<file path="src/rtl/snn_pkg.sv">
// snn_pkg: shared widths, limits and LIF FSM state encoding
package snn_pkg;
  localparam int V_W = 16;
  localparam int W_W = 8;
  localparam int CNT_W = 16;
  localparam logic signed [V_W-1:0] V_MAX = 16'sd32767;
  typedef enum logic {INTEGRATE, REFRAC} lif_state_e;
endpackage

</file>
<file path="src/rtl/lif_sat_add.sv">
// lif_sat_add: leak subtract plus gated 3-weight add, clamped to 0..V_MAX
module lif_sat_add
  import snn_pkg::*;
#(
  parameter int LEAK_SHIFT = 4
) (
  input  logic signed [V_W-1:0] v,
  input  logic                  r_sp,
  input  logic                  g_sp,
  input  logic                  b_sp,
  input  logic signed [W_W-1:0] w_r,
  input  logic signed [W_W-1:0] w_g,
  input  logic signed [W_W-1:0] w_b,
  output logic signed [V_W-1:0] sum
);
  localparam int S_W = V_W + 2;
  logic signed [S_W-1:0] s;
  // two guard bits keep the worst-case sum from wrapping before the clamp
  always_comb begin
    s = S_W'(v) - S_W'(v >>> LEAK_SHIFT)
      + (r_sp ? S_W'(w_r) : S_W'(0))
      + (g_sp ? S_W'(w_g) : S_W'(0))
      + (b_sp ? S_W'(w_b) : S_W'(0));
    sum = s < 0 ? '0 : (s > S_W'(V_MAX) ? V_MAX : s[V_W-1:0]);
  end
endmodule

</file>
<file path="src/rtl/lif_neuron.sv">
// lif_neuron: leaky integrate-and-fire neuron; define LIF_REFRACTORY_EN for a refractory period
module lif_neuron
  import snn_pkg::*;
#(
  parameter int LEAK_SHIFT = 4,
  parameter int REFRAC_CYCLES = 3
) (
  input  logic                    clk,
  input  logic                    reset,
  input  logic                    r_sp,
  input  logic                    g_sp,
  input  logic                    b_sp,
  input  logic                    en,
  input  logic signed [W_W-1:0]   w_r,
  input  logic signed [W_W-1:0]   w_g,
  input  logic signed [W_W-1:0]   w_b,
  input  logic signed [V_W-1:0]   threshold,
  input  logic                    clr_count,
  output logic                    out_spike,
  output logic signed [V_W-1:0]   v_mem,
  output logic [CNT_W-1:0]        spike_count,
  output logic                    refractory
);
  lif_state_e state, state_n;
  logic signed [V_W-1:0] sum, v_n;
  logic fire;
  lif_sat_add #(.LEAK_SHIFT(LEAK_SHIFT)) u_add (
    .v(v_mem), .r_sp(r_sp), .g_sp(g_sp), .b_sp(b_sp),
    .w_r(w_r), .w_g(w_g), .w_b(w_b), .sum(sum)
  );
  assign fire = en && state == INTEGRATE && sum >= threshold;
`ifdef LIF_REFRACTORY_EN
  logic [7:0] rc;
  logic rc_last;
  assign rc_last = rc == 8'(REFRAC_CYCLES - 1);
  // refractory cycle counter, frozen while en is low
  always_ff @(posedge clk) begin
    if (reset) rc <= '0;
    else if (en && state == REFRAC) rc <= rc_last ? '0 : rc + 8'd1;
  end
  // refractory flag mirrors the registered state
  always_ff @(posedge clk) begin
    if (reset) refractory <= 1'b0;
    else refractory <= state_n == REFRAC;
  end
`else
  assign refractory = 1'b0;
`endif
  // next membrane value and state
  always_comb begin
    state_n = state;
    v_n = v_mem;
    if (en && state == INTEGRATE) begin
      v_n = fire ? '0 : sum;
`ifdef LIF_REFRACTORY_EN
      state_n = fire ? REFRAC : INTEGRATE;
    end else if (en) begin
      v_n = '0;
      state_n = rc_last ? INTEGRATE : REFRAC;
`endif
    end
  end
  // state, membrane and fire pulse registers
  always_ff @(posedge clk) begin
    if (reset) begin
      state <= INTEGRATE;
      v_mem <= '0;
      out_spike <= 1'b0;
    end else begin
      state <= state_n;
      v_mem <= v_n;
      out_spike <= fire;
    end
  end
  // saturating fire counter; clear beats a coincident fire
  always_ff @(posedge clk) begin
    if (reset || clr_count) spike_count <= '0;
    else if (fire && spike_count != '1) spike_count <= spike_count + 1'b1;
  end
endmodule
</file>
<file path="config.mk">
export PLATFORM = sky130hd
export DESIGN_NAME = lif_neuron
export DESIGN_NICKNAME = d
export VERILOG_FILES = /design/src/rtl/snn_pkg.sv /design/src/rtl/lif_sat_add.sv /design/src/rtl/lif_neuron.sv
export SDC_FILE = /design/constraint.sdc
export NUM_CORES = 1
export LEC_CHECK = 0
export CELL_PAD_IN_SITES_DETAIL_PLACEMENT = 1
export CELL_PAD_IN_SITES_GLOBAL_PLACEMENT = 1
export CORE_MARGIN = 5
export CORE_UTILIZATION = 39
export DETAILED_ROUTE_END_ITERATION = 10
export PLACE_DENSITY_LB_ADDON = 0.3
export SLEW_MARGIN = 15
export SYNTH_ARGS = -nofsm -noshare
export SYNTH_HDL_FRONTEND = slang
export SYNTH_SLANG_ARGS = --single-unit
</file>
<file path="constraint.sdc">
create_clock -name clk -period 8.45 [get_ports clk]
set_input_delay 1.2675 -clock clk [delete_from_list [all_inputs] [get_ports clk]]
set_output_delay 1.2675 -clock clk [all_outputs]
set_load 0.05 [all_outputs]
</file>
# Word level (Yosys, flattened, before mapping)
# Cells that the tools add are included.
[totals] register_bits=33 in_bits=47 output_inout_bits=34 elab_cells=21
[classes] n_addsub=5 n_lt_le_gt_ge=3 n_eq_ne=1 mux=6 n_reduce_logical=3
[op_table] operator="18-bit adder" count=3
[op_table] operator="18-bit two-way mux" count=3
[op_table] operator="16-bit two-way mux" count=3
[op_table] operator="18-bit by 16-bit greater-than comparator with 1-bit output, second input constant" count=1
[op_table] operator="18-bit by 1-bit < comparator with 1-bit output, second input constant" count=1
[op_table] operator="16-bit by 12-bit subtractor with 17-bit output" count=1
[op_table] operator="16-bit by 1-bit adder with 16-bit output, second input constant" count=1
[op_table] operator="16-bit >= comparator" count=1
[op_table] operator="16-bit != test, second input constant" count=1
[op_table] operator="1-bit logical AND" count=2
[op_table] operator="1-bit logical OR" count=1

# Longest topological paths before layout
[depth] word_depth=10 depth_mapped=32 ltp_nobuf=30

# By module
# Synthesis repeated with hierarchy kept, for this count alone.
[hier_totals] cells_unflattened=492 hier_area_um2=4141.5
[modules_own_cells] module="lif_sat_add" instances=1 cells_per_inst=273 area_per_inst_um2=2287.2 seq_area_each_um2=0.0
[modules_own_cells] module="lif_neuron" instances=1 cells_per_inst=219 area_per_inst_um2=1854.3 seq_area_each_um2=660.6

# Least setup slack after synthesis
# No wires, ideal clock.
[synth_timing] kind="input to register" from="input b_sp" to="register spike_count[14]" setup_ps=128 arrival_ps=6856 required_ps=8322 path_slack_ps=1466 path_stages=22 n_path_buf=2 path_cell_list="and2_1 -> fa_1 -> inv_1 -> fa_1 -> inv_1 -> ha_1 -> a21o_1 -> a21o_1 -> a2111oi_2 -> a211oi_1 -> a211oi_2 -> clkbuf_1 -> a21oi_1 -> ha_1 -> nand3_1 -> nor4_1 -> o31ai_1 -> a31o_1 -> clkbuf_1 -> or4_1 -> xor2_1 -> nor2_1"
[synth_between] elab_chain_cells=8 elab_cells_between_ends=9 cone_classes="add/sub: 1; order compare: 3; mux: 3; reduce/logical: 2"
[synth_lines] element="start, declared" line_no="lif_neuron.sv:12" rtl="input logic b_sp,"
[synth_lines] element="18-bit two-way mux (*)" line_no="lif_sat_add.sv:23" rtl="+ (b_sp ? S_W'(w_b) : S_W'(0));"
[synth_lines] element="18-bit adder (*)" line_no="lif_sat_add.sv:23"
[synth_lines] element="18-bit by 16-bit greater-than comparator with 1-bit output" line_no="lif_sat_add.sv:24" rtl="sum = s < 0 ? '0 : (s > S_W'(V_MAX) ? V_MAX : s[V_W-1:0]);"
[synth_lines] element="16-bit two-way mux" line_no="lif_sat_add.sv:24"
[synth_lines] element="16-bit two-way mux (*)" line_no="lif_sat_add.sv:24"
[synth_lines] element="16-bit >= comparator (*)" line_no="lif_neuron.sv:31" rtl="assign fire = en && state == INTEGRATE && sum >= threshold;"
[synth_lines] element="1-bit logical AND (*)" line_no="lif_neuron.sv:31"
[synth_lines] element="1-bit logical AND (*)" line_no="lif_neuron.sv:78" rtl="else if (fire && spike_count != '1) spike_count <= spike_count + 1'b1;"
[synth_lines] element="end signal, assigned" line_no="lif_neuron.sv:78"
[synth_lines] element="end, declared" line_no="lif_neuron.sv:21" rtl="output logic [CNT_W-1:0] spike_count,"
# Every way passes the cells marked *; elsewhere a longest branch is shown, timed or not.
# A chain may end at the register's enable or synchronous reset.

# Worst setup path after layout
[layout_timing] from="input g_sp" to="register spike_count[15]"
[layout_between] elab_chain_cells=9 elab_cells_between_ends=10 cone_classes="add/sub: 2; order compare: 3; mux: 3; reduce/logical: 2"
[layout_lines] element="start, declared" line_no="lif_neuron.sv:11" rtl="input logic g_sp,"
[layout_lines] element="18-bit two-way mux (*)" line_no="lif_sat_add.sv:22" rtl="+ (g_sp ? S_W'(w_g) : S_W'(0))"
[layout_lines] element="18-bit adder (*)" line_no="lif_sat_add.sv:22"
[layout_lines] element="18-bit adder (*)" line_no="lif_sat_add.sv:23"
[layout_lines] element="18-bit by 16-bit greater-than comparator with 1-bit output" line_no="lif_sat_add.sv:24"
[layout_lines] element="16-bit two-way mux" line_no="lif_sat_add.sv:24"
[layout_lines] element="16-bit two-way mux (*)" line_no="lif_sat_add.sv:24"
[layout_lines] element="16-bit >= comparator (*)" line_no="lif_neuron.sv:31"
[layout_lines] element="1-bit logical AND (*)" line_no="lif_neuron.sv:31"
[layout_lines] element="1-bit logical AND (*)" line_no="lif_neuron.sv:78"
# Marks and branches as above.

==> summary.md <==
| Metric | Value |
|---|---|
| Status | `completed` |
| DR iter-0 viols | `169` |
| Worst setup SP type | `input pin` |
| Routed wire length | `11700 um` |
| Vias per inst | `5.33` |
| Tmin final | `7.57 ns` |
| Clk slew on worst S/H paths | `0.07 ns` |
| Crit-path leading delay family | `compound AO/OA/AOI/OAI gates` |
| Starting Density | `0.399` |
| Input/output buffers | `79` |
| Area Growth Syn to Fin | `24.8%` |
| Crit path buf inv count | `4` |
| Adder-cell share of the synthesized area | `0.276` |
| Synthesized area per cell | `7.95 sq um` |
| Simple-gate area share of the yosys netlist | `0.200` |
| Fin Setup TNS | `0 ns` |
| First-pass GRT wire length | `19900 um` |
| Vias in the first global route | `4214` |
| Hold Path Stages | `2` |
| Most frequent cells in the layout | `79 x clkdlybuf4s50_1, 71 x inv_1, 50 x nand2_1` |
| Post-Synthesis Cells | `516` |
| DR vias | `3899` |
| Synthesized-area fraction occupied by xor and xnor cells | `0.0811` |
| Worst stage delay on the critical path | `0.59 ns` |
| Fin. max-slew vios | `0` |
| Cts hold-fix bufs | `0` |
| Die area | `12700 sq um` |
| PostCTS Resize Cnt | `0` |
| Kind of critical path | `in -> reg` |
| Layout cell share with drive strength beyond 1 | `0.0386` |
| CTS tree | `yes` |
| Layout Nets | `717` |
| Htree depth | `2` |
| MaxCap Viol Count | `0` |
| Worst hold path type | `reg -> reg` |
| Die height | `113 um` |
| CP Max Fanout | `11` |
| Number of antenna violations at the first check in global routing | `0` |
| Worst setup path startpoint | `g_sp` |
| Total gr overflow | `0` |
| Drt drc | `0` |
| Slowest cell on crit path | `or4_1` |
| Total GRT Usage | `0.186` |
| EDFF count, synth | `0` |
| Gp weighted congestion | `0.844` |
| R2R Setup Slk | `1.21 ns` |
| Die width | `113 um` |
| Drt wl/cell | `16.0 um` |
| Num CTS Buffers | `5` |
| # Post-CTS Setup Buffers | `0` |
| RSZ-0062 raised after global routing | `false` |
| # diodes | `0` |
| Final setup vio count | `0` |
| Worst Path Arrival | `7.73 ns` |
| Mapped Area | `4100 sq um` |
| Worst-Skew Late Latency | `0.28 ns` |
| Primary FF master, synth | `dfxtp_1` |
| Largest net degree at the start of global routing | `17` |
| Share of flip-flops with an asynchronous set or reset | `0` |
| DRT Pass-1 Iters | `4` |
| Most common cell after layout, fill and taps aside | `clkdlybuf4s50_1` |
| Clk buf depth | `2` |
| Cell count along the critical path | `25` |
| Register-to-Register Path Depth | `26` |
| Clk sinks | `33` |
| Slew margin rel. | `0.353` |
| Worst-Margin Slew | `0.967 ns` |
| Core area | `10300 sq um` |
| Post-synthesis compound-gate area fraction | `0.202` |
| R2R Path Start | `v_mem[0]$_SDFFE_PP0P_` |
| Startpoint of the worst hold path | `v_mem[2]$_SDFFE_PP0P_` |
| DP HPWL | `10100 um` |
| Cell Rows | `37` |
| Final Cycle Share | `0.895` |
| I/O pin cnt | `81` |
| Endpoints failing hold | `0` |
| Syn. warnings | `0` |
| Root Driver | `clkbuf_8` |
| CP Capture Type | `flop` |
| Sequential area share after synthesis | `0.161` |
| WP data required | `8.62 ns` |
| Final ANT Viol Nets | `0` |
| Largest family of logic cells by synthesized area | `adder cells` |
| Clk_skew | `0.00621 ns` |
| Fmax | `132 MHz` |
| Synth unique cells | `55` |
| Post-synthesis mux area share | `0` |
| #FFs+latches synth | `33` |
-- worst register-to-register path, stage by stage, from the launching register on --
cell and delay [ns]:
dfxtp_1 0.38, inv_1 0.07, ha_1 0.24, fa_1 0.41, nor2b_1 0.15, o21a_1 0.18
o21ai_0 0.15, a211oi_1 0.40, nor3_1 0.15, o31ai_1 0.27, a21o_1 0.18, xor2_1 0.19
fa_1 0.44, ha_1 0.41, a211o_1 0.30, a31o_2 0.23, a31oi_2 0.45, o21a_1 0.35
a21oi_1 0.13, ha_1 0.31, nand3_1 0.11, nor4_1 0.27, o31ai_1 0.17, a31o_1 0.37
or4_1 0.59, xor2_1 0.17, nor2_1 0.05
-- synth_stat cells, drive strengths merged, types with 6 or more instances --
library cell | instances | area [sq um]
inv | 71 | 267
and3 | 8 | 50.1
o21a | 9 | 67.6
buf | 6 | 36.3
fa | 26 | 521
a21oi | 36 | 180
o211a | 6 | 60.1
nor4 | 7 | 43.8
xor2 | 19 | 166
a31oi | 6 | 43.8
and2 | 9 | 56.3
nor2 | 33 | 124
xnor2 | 19 | 166
o31ai | 6 | 45.0
nand4 | 11 | 68.8
nand2b | 7 | 43.8
nand3 | 10 | 50.1
ha | 49 | 613
o21ai | 18 | 93.8
a21o | 13 | 97.6
nor3 | 10 | 50.1
nand2 | 50 | 188
dfxtp | 33 | 661
-- path summary, 6_finish.rpt --
path | endpoint
max | spike_count[15]$_SDFFE_PP0P_
min | v_mem[2]$_SDFFE_PP0P_
max reg2reg | spike_count[15]$_SDFFE_PP0P_
min reg2reg | v_mem[2]$_SDFFE_PP0P_
-- cells by family (layout without fill, tap and decap cells) --
family	after synthesis	after routing
AND/OR/NAND/NOR	166	166
AO/OA/AOI/OAI	121	121
buffers and inverters	82	161
adder cells (fa/ha/maj)	75	75
XOR/XNOR	38	38
flip-flops	33	33
other	1	2
-- metal layers --
| metal | track usage | vias to the layer above | share of wire |
|---|---|---|---|
| met3 | 0.0183 | 4 | 0.036 |
| met1 | 0.250 | 1889 | 0.46 |
| met4 | 0.0240 | 0 | 0.0041 |
| met5 | 0 | - | 0 |
| li1 | - | 1941 | - |
| met2 | 0.331 | 65 | 0.50 |
-- state kept, by name (all words and copies together) (netlist names) --
name and count:
out_spike 1, spike_count 16, v_mem 16
-- area by class of cell --
class / instances / area [sq um]
repair buffers: 82 / 813
well taps: 136 / 170
multi-input cells: 402 / 3120
clock inverters: 3 / 17.5
flip-flops and latches: 33 / 661
inverters: 71 / 267
clock buffers: 5 / 68.8
fillers: 1294 / 5160
-- through the flow --
stage	utilization	hold WS, ns	std cells	setup WS, ns	instance area [sq um]
after floorplan	-	0.677	517	1.47	4110
after global placement	0.490	0.483	724	0.707	5030
after detailed placement	0.490	0.494	724	0.549	5030
after CTS	0.498	0.503	732	0.829	5120
after global routing	0.498	0.531	732	0.408	5120
final	0.498	0.499	732	0.885	5120
Power is left out: the tool's default activity adds up to more than one toggle a clock period on the data nets, which glitch-free logic cannot reach.
